$ cat config.mk
export PLATFORM = sky130hd
export DESIGN_NAME = seq_player
export DESIGN_NICKNAME = d
export VERILOG_FILES = /design/src/rtl/seq_player.sv
export SDC_FILE = /design/constraint.sdc
export NUM_CORES = 1
export LEC_CHECK = 0
export CAP_MARGIN = 0
export CORE_MARGIN = 2
export CORE_UTILIZATION = 45
export CTS_BUF_LIST = sky130_fd_sc_hd__clkbuf_4 sky130_fd_sc_hd__clkbuf_8 sky130_fd_sc_hd__clkbuf_16
export DETAILED_ROUTE_END_ITERATION = 10
export GPL_TIMING_DRIVEN = 1
export PLACE_DENSITY = 0.72
export SLEW_MARGIN = 30
export SYNTH_ARGS = -nofsm -noshare
export SYNTH_HDL_FRONTEND = slang
export SYNTH_SLANG_ARGS = --single-unit
export TNS_END_PERCENT = 20
$ cat constraint.sdc
create_clock -name CLK -period 1.55 [get_ports CLK]
set_input_delay 0.465 -clock CLK [delete_from_list [all_inputs] [get_ports CLK]]
set_output_delay 0.465 -clock CLK [all_outputs]
set_load 0.005 [all_outputs]
$ cat src/rtl/seq_player.sv
// Programmable serial pattern player. Plays a LEN-bit pattern MSB first onto Z
// with a repeat count, under START/STOP/LOAD control, reporting BUSY/DONE.
module seq_player #(
  parameter int              LEN = 10,
  parameter logic [LEN-1:0]  PAT = 10'b1101000101
) (
  input  logic           CLK,
  input  logic           RST_N,
  input  logic           START,
  input  logic           STOP,
  input  logic           LOAD,
  input  logic [LEN-1:0] PAT_IN,
  input  logic [3:0]     REPS,
  output logic           Z,
  output logic           VALID,
  output logic [3:0]     IDX,
  output logic           BUSY,
  output logic           DONE
);

  typedef enum logic [1:0] {
    IDLE = 2'd0,
    RUN  = 2'd1,
    FIN  = 2'd2
  } state_t;

  localparam logic [3:0] LAST_IDX = 4'(LEN - 1);
  localparam logic [4:0] LEN_W    = 5'(LEN);

  state_t         state_q, state_d;
  logic [LEN-1:0] pat_q, pat_d;
  logic [3:0]     idx_q, idx_d;
  logic [3:0]     rep_q, rep_d;
  logic           z_q, z_d;
  logic           valid_q, valid_d;
  logic [3:0]     idx_out_q, idx_out_d;
  logic           busy_q, busy_d;
  logic           done_q, done_d;
  logic [LEN-1:0] shifted;

  always_comb begin
    state_d   = state_q;
    pat_d     = pat_q;
    idx_d     = idx_q;
    rep_d     = rep_q;
    z_d       = 1'b0;
    valid_d   = 1'b0;
    idx_out_d = 4'd0;
    busy_d    = 1'b0;
    done_d    = 1'b0;
    // Current bit is always the MSB of the pattern shifted by the bit index.
    shifted   = pat_q << idx_q;

    case (state_q)
      IDLE: begin
        idx_d = 4'd0;
        if (LOAD) begin
          pat_d = PAT_IN;
        end else if (START) begin
          state_d = RUN;
          rep_d   = REPS;
          busy_d  = 1'b1;
        end
      end
      RUN: begin
        busy_d = 1'b1;
        if (STOP) begin
          state_d = IDLE;
          busy_d  = 1'b0;
          idx_d   = 4'd0;
        end else if ({1'b0, idx_q} >= LEN_W) begin
          idx_d = 4'd0;
        end else begin
          z_d       = shifted[LEN-1];
          valid_d   = 1'b1;
          idx_out_d = idx_q;
          if (idx_q == LAST_IDX) begin
            idx_d = 4'd0;
            // rep_q == 0 means continuous playback: never count down.
            if (rep_q == 4'd1) begin
              state_d = FIN;
            end else if (rep_q > 4'd1) begin
              rep_d = rep_q - 4'd1;
            end
          end else begin
            idx_d = idx_q + 4'd1;
          end
        end
      end
      FIN: begin
        state_d = IDLE;
        done_d  = 1'b1;
      end
      default: begin
        state_d = IDLE;
        idx_d   = 4'd0;
      end
    endcase
  end

  always_ff @(posedge CLK) begin
    if (!RST_N) begin
      state_q   <= IDLE;
      pat_q     <= PAT;
      idx_q     <= 4'd0;
      rep_q     <= 4'd0;
      z_q       <= 1'b0;
      valid_q   <= 1'b0;
      idx_out_q <= 4'd0;
      busy_q    <= 1'b0;
      done_q    <= 1'b0;
    end else begin
      state_q   <= state_d;
      pat_q     <= pat_d;
      idx_q     <= idx_d;
      rep_q     <= rep_d;
      z_q       <= z_d;
      valid_q   <= valid_d;
      idx_out_q <= idx_out_d;
      busy_q    <= busy_d;
      done_q    <= done_d;
    end
  end

  assign Z     = z_q;
  assign VALID = valid_q;
  assign IDX   = idx_out_q;
  assign BUSY  = busy_q;
  assign DONE  = done_q;

endmodule

-- Word level (Yosys, flattened, before mapping)
Cells that the tools add are included.
- flip-flop bits (word level): 28
- output and inout bits: 8
- word-level logic and storage cells: 62
- add/subtract/negate cells: 2
- magnitude comparators: 2
- equality and inequality tests: 14
- shifts and indexed selects: 1
- multiplexer cells: 25
- bitwise logic cells: 2
- reduce and logical (&&, ||, !) cells: 7
- operator list (cell ; number):
    $mux W4 ; 10
    $pmux W4 S2 ; 2
    $ne A2 B2 Y1 const B ; 7
    $mux W2 ; 6
    $shl A10 B4 Y10 ; 1
    $ne A3 B3 Y1 const B ; 3
    $reduce_and A8 Y1 ; 1
    $mux W1 ; 5
    $reduce_and A5 Y1 ; 1
    $add A4 B1 Y4 const B ; 1
    $eq A4 B1 Y1 const B ; 1
    $eq A4 B4 Y1 const B ; 1
    $ge A4 B4 Y1 const B ; 1
    $gt A4 B1 Y1 const B ; 1
    $pmux W2 S2 ; 1
    $reduce_or A4 Y1 ; 1
    $sub A4 B1 Y4 const B ; 1
    $reduce_or A3 Y1 ; 1
    $eq A2 B1 Y1 const B ; 1
    $eq A2 B2 Y1 const B ; 1
    $logic_not A2 Y1 ; 1
    $not A1 Y1 ; 2
    $pmux W1 S2 ; 1
    $reduce_and A2 Y1 ; 1
    $reduce_bool A2 Y1 ; 1

-- Depth between registers and ports, before layout
- depth after elaboration: 7
- gate-level depth with buffers: 6

-- Worst setup path after synthesis
Ideal clock, no wire load.
- path type: reg-to-reg
- from: register idx_q[0]
- to: register z_q (netlist: Z)
- arrival: 1.533 ns
- required time: 1.426 ns
- setup slack: -0.107 ns
- stages on the path, launching flop included: 6
- cells stage by stage: dfxtp_1 clkbuf_1 mux4_2 mux2_2 o21ai_1 nor2_1
- word-level cells in the longest chain between the ends: 2
- ends and longest elaborated chain (element ; RTL line ; text):
    start, declared ; 32 ; logic [3:0] idx_q, idx_d;
    start signal, assigned ; 115 ; idx_q <= idx_d;
    $ge A4 B4 Y1 ; 71 ; end else if ({1'b0, idx_q} >= LEN_W) begin
    $reduce_or A4 Y1 (no source line) ; n/a ;
    end signal, assigned ; 117 ; z_q <= z_d;
    end, declared ; 34 ; logic z_q, z_d;
Parallel ways exist; a longest one is shown, timed or not.
A chain may end at the register's enable or synchronous reset.

-- Final worst setup path
- from: input LOAD
- to: register rep_q[0]
- word-level cells in the longest chain between the ends: 2
- ends and longest elaborated chain (element ; RTL line ; text):
    start, declared ; 11 ; input logic LOAD,
    $ne A2 B2 Y1 (no source line) ; n/a ;
    $reduce_and A8 Y1 (no source line) ; n/a ;
    end signal, assigned ; 116 ; rep_q <= rep_d;
    end, declared ; 33 ; logic [3:0] rep_q, rep_d;
Every way passes these cells.

==> results.toml <==
[floorplan]
die_x_um = 57.5
dieArea_mm2 = 0.00331
io_pins = 27
row_count = 19
start_util = 0.471
coreArea_mm2 = 0.00273
die_y_um = 57.5

[sta]
holdWs_ns = 0.472
post-route-period-util = 1.01
final.setup_skew_ns = 0.00522
slew_headroom = 0.757
grt_setup_unrepaired = "true"
slew_violations = 0
setup_viol_count_final = 1
final.setup.tns_ns = -0.0167
hold_violations = 0
period_minus_slack_ns = 1.57
fmax_mhz = 638
fin_ws_ns = -0.0167
tightestPinTransition_ns = 0.363

[cts]
htree_levels = 1
clk_path_buf_depth = 2
clock-sinks = 28
path_clk_slew_ns = 0.15
cts_root_buf = "clkbuf_4"
tritoncts = "done"
clk_latency_ns = 0.32
hold_buffers = 0
numCtsBuffers = 3

[final_layout]
fill_cells = 227
final_net_count = 210
syn2layout_area_growth_pct = 37.7
antennaDiodeCount = 0
drive_gt1_frac = 0.234

[synth]
synth_area_per_cell_um2 = 9.01
synth_cell_types = 45
synth_ff_type = "dfxtp_1"
yosysWarnings = 0
syn_inst = 143
async_flop_share = 0
synthTopCellsByArea = "dfxtp_1, nand2_1, mux4_2"
synth_nets = 164
synth_common_cells = "nand2_1, dfxtp_1, nor2_1"
ys_ff_latch = 28
seq_area_frac_synth = 0.435
syn-cell-area_mm2 = 0.00129
yosysMostFrequentCell = "nand2_1"
synth_edf_count = 0
synth_top_area_cell = "dfxtp_1"
yosysTopAreaCellShare = 0.435

[drt]
viasPerCell = 5.21
drt-initial-drc-count = 31
first_pass_iters = 4
drc_errors = 0
wl_per_cell_um = 12.5
wl_mm = 2.73
antenna_left = 0
vias = 1141

[min_path]
hp-class = "reg -> reg"
hold_depth = 2
hold_start = "pat_q[3]$_SDFFE_PN0P_"

[worst_setup_path]
cp-end-kind = "flip-flop"
critPathKind = "in -> reg"
arrival_ns = 1.83
slowest_delay_ns = 0.53
worstPathBufferInverterCount = 1
worst_path_max_delay_cell = "or4_1"
r2r_start = "idx_q[1]$_SDFFE_PN0N_"
start_kind = "primary input"
crit_required_ns = 1.81
cp-startpoint = "LOAD"
rrSetupSlack_ns = 0
critPathTopFamily = "simple AND/OR/NAND/NOR gates"
path_depth = 5
r2r_cells = 4
path_cells = "dlygate4sd2_1 > nor4b_4 > a21oi_2 > or4_1 > a21boi_1"
critPathMaxFanout = 5
r2r_end = "rep_q[0]$_SDFFE_PN0P_"
crit_end = "rep_q[0]$_SDFFE_PN0P_"

[global_route]
grt_max_degree = 16
grt_pass1_vias = 1034
grt_overflow = 0
grt_pass1_wl_mm = 4.55
antenna_found_initial = 0
grt.total_usage = 0.177

[pwr]
peakVddDrop_uv = 622
leakage_nw = 0.797
power-per-cell-area_mw_per_mm2 = 755

[outcome]
outcome = "complete, but fails checks"
violations = "setup timing"

[place]
gp_congestion = 0.807
io_buffers = 26
dpl.hpwl_mm = 2.03

[flow_run]
maxCapViolCount = 0
==> how the worst min path moves through the flow <==
stage	end
final	pat_q[3]$_SDFFE_PN0P_
after global routing	pat_q[2]$_SDFFE_PN1P_
after CTS	pat_q[3]$_SDFFE_PN0P_
after detailed placement	pat_q[3]$_SDFFE_PN0P_
after global placement	pat_q[3]$_SDFFE_PN0P_
after floorplan	pat_q[3]$_SDFFE_PN0P_
==> per-stage QoR <==
stage | instances | cell area [um2] | setup slack [ns] | power (mW) | utilization
finish | 219 | 1770 | -0.0167 | 1.34 | 0.649
global route | 219 | 1770 | -0.0771 | 1.41 | 0.649
CTS | 213 | 1710 | -0.0491 | 1.34 | 0.624
detailed placement | 208 | 1670 | -0.471 | 0.993 | 0.611
global placement | 208 | 1670 | -0.421 | 0.985 | 0.611
floorplan | 143 | 1290 | 0.0288 | 0.889 | -
==> timing repair <==
item	in CTS	in global routing
pin swaps	2	6
buffers inserted	1	6
setup endpoints to repair	17	12
resized for setup	12	9
==> where the power goes <==
part / internal (mW) / switching, mW / leakage, nW
sequential: 0.749 / 0.0175 / 0.231
combinational: 0.129 / 0.0949 / 0.545
clock: 0.144 / 0.206 / 0.0210
==> sequential cells by signal, summed over array words and instances, names as in the netlist <==
signal and count:
pat_q 10, Z 1, idx_q 4, VALID 1, BUSY 1, DONE 1, IDX 4, state_q 2
rep_q 4
==> cell type report <==
type / instances / area (um2) / area share
well taps: 31 / 38.8 / 0.0219
repair buffers: 50 / 447 / 0.252
multi-input cells: 102 / 668 / 0.377
flip-flops and latches: 28 / 569 / 0.321
inverters: 4 / 15.0 / 0.00846
clock buffers: 4 / 36.3 / 0.0205
==> kinds of logic after synthesis <==
kind of cell               after synthesis  share of synthesized area
and+or+nand+nor                         68                      0.290
DFF                                     28                      0.435
adders and majority gates                2                     0.0194
buffers and inverters                   13                     0.0573
muxes                                    4                     0.0515
xor gates and xnor gates                 1                    0.00680
AOI/OAI and AO/OA                       27                      0.140
==> worst min-delay path, cell delays in order, from the launching register on <==
cell	delay, ns
dfxtp_1	0.34
nand2_1	0.05
a21oi_1	0.05
==> routing by layer <==
layer,vias up,part of all wire,track usage
li1,589,-,-
met1,514,0.47,0.241
met2,32,0.47,0.276
met3,6,0.040,0.0295
met4,0,0.019,0.0764
met5,-,0,0
==> layout by cell type, fill, tap and decap left out, types with 2 or more instances in the layout <==
cell	instances
a21boi_0	3
a21oi_1	6
and2_1	5
buf_4	23
clkbuf_4	3
clkdlybuf4s50_1	15
dfxtp_1	23
dfxtp_2	4
dlygate4sd2_1	9
dlymetal6s2s_1	2
ha_1	2
inv_1	4
mux4_2	2
nand2_1	30
nand3_1	6
nor2_1	8
nor3_1	2
nor4b_1	2
o21ai_0	6
o31ai_1	2
o32ai_1	2
Note: power is estimated with default switching activity, not from simulation.
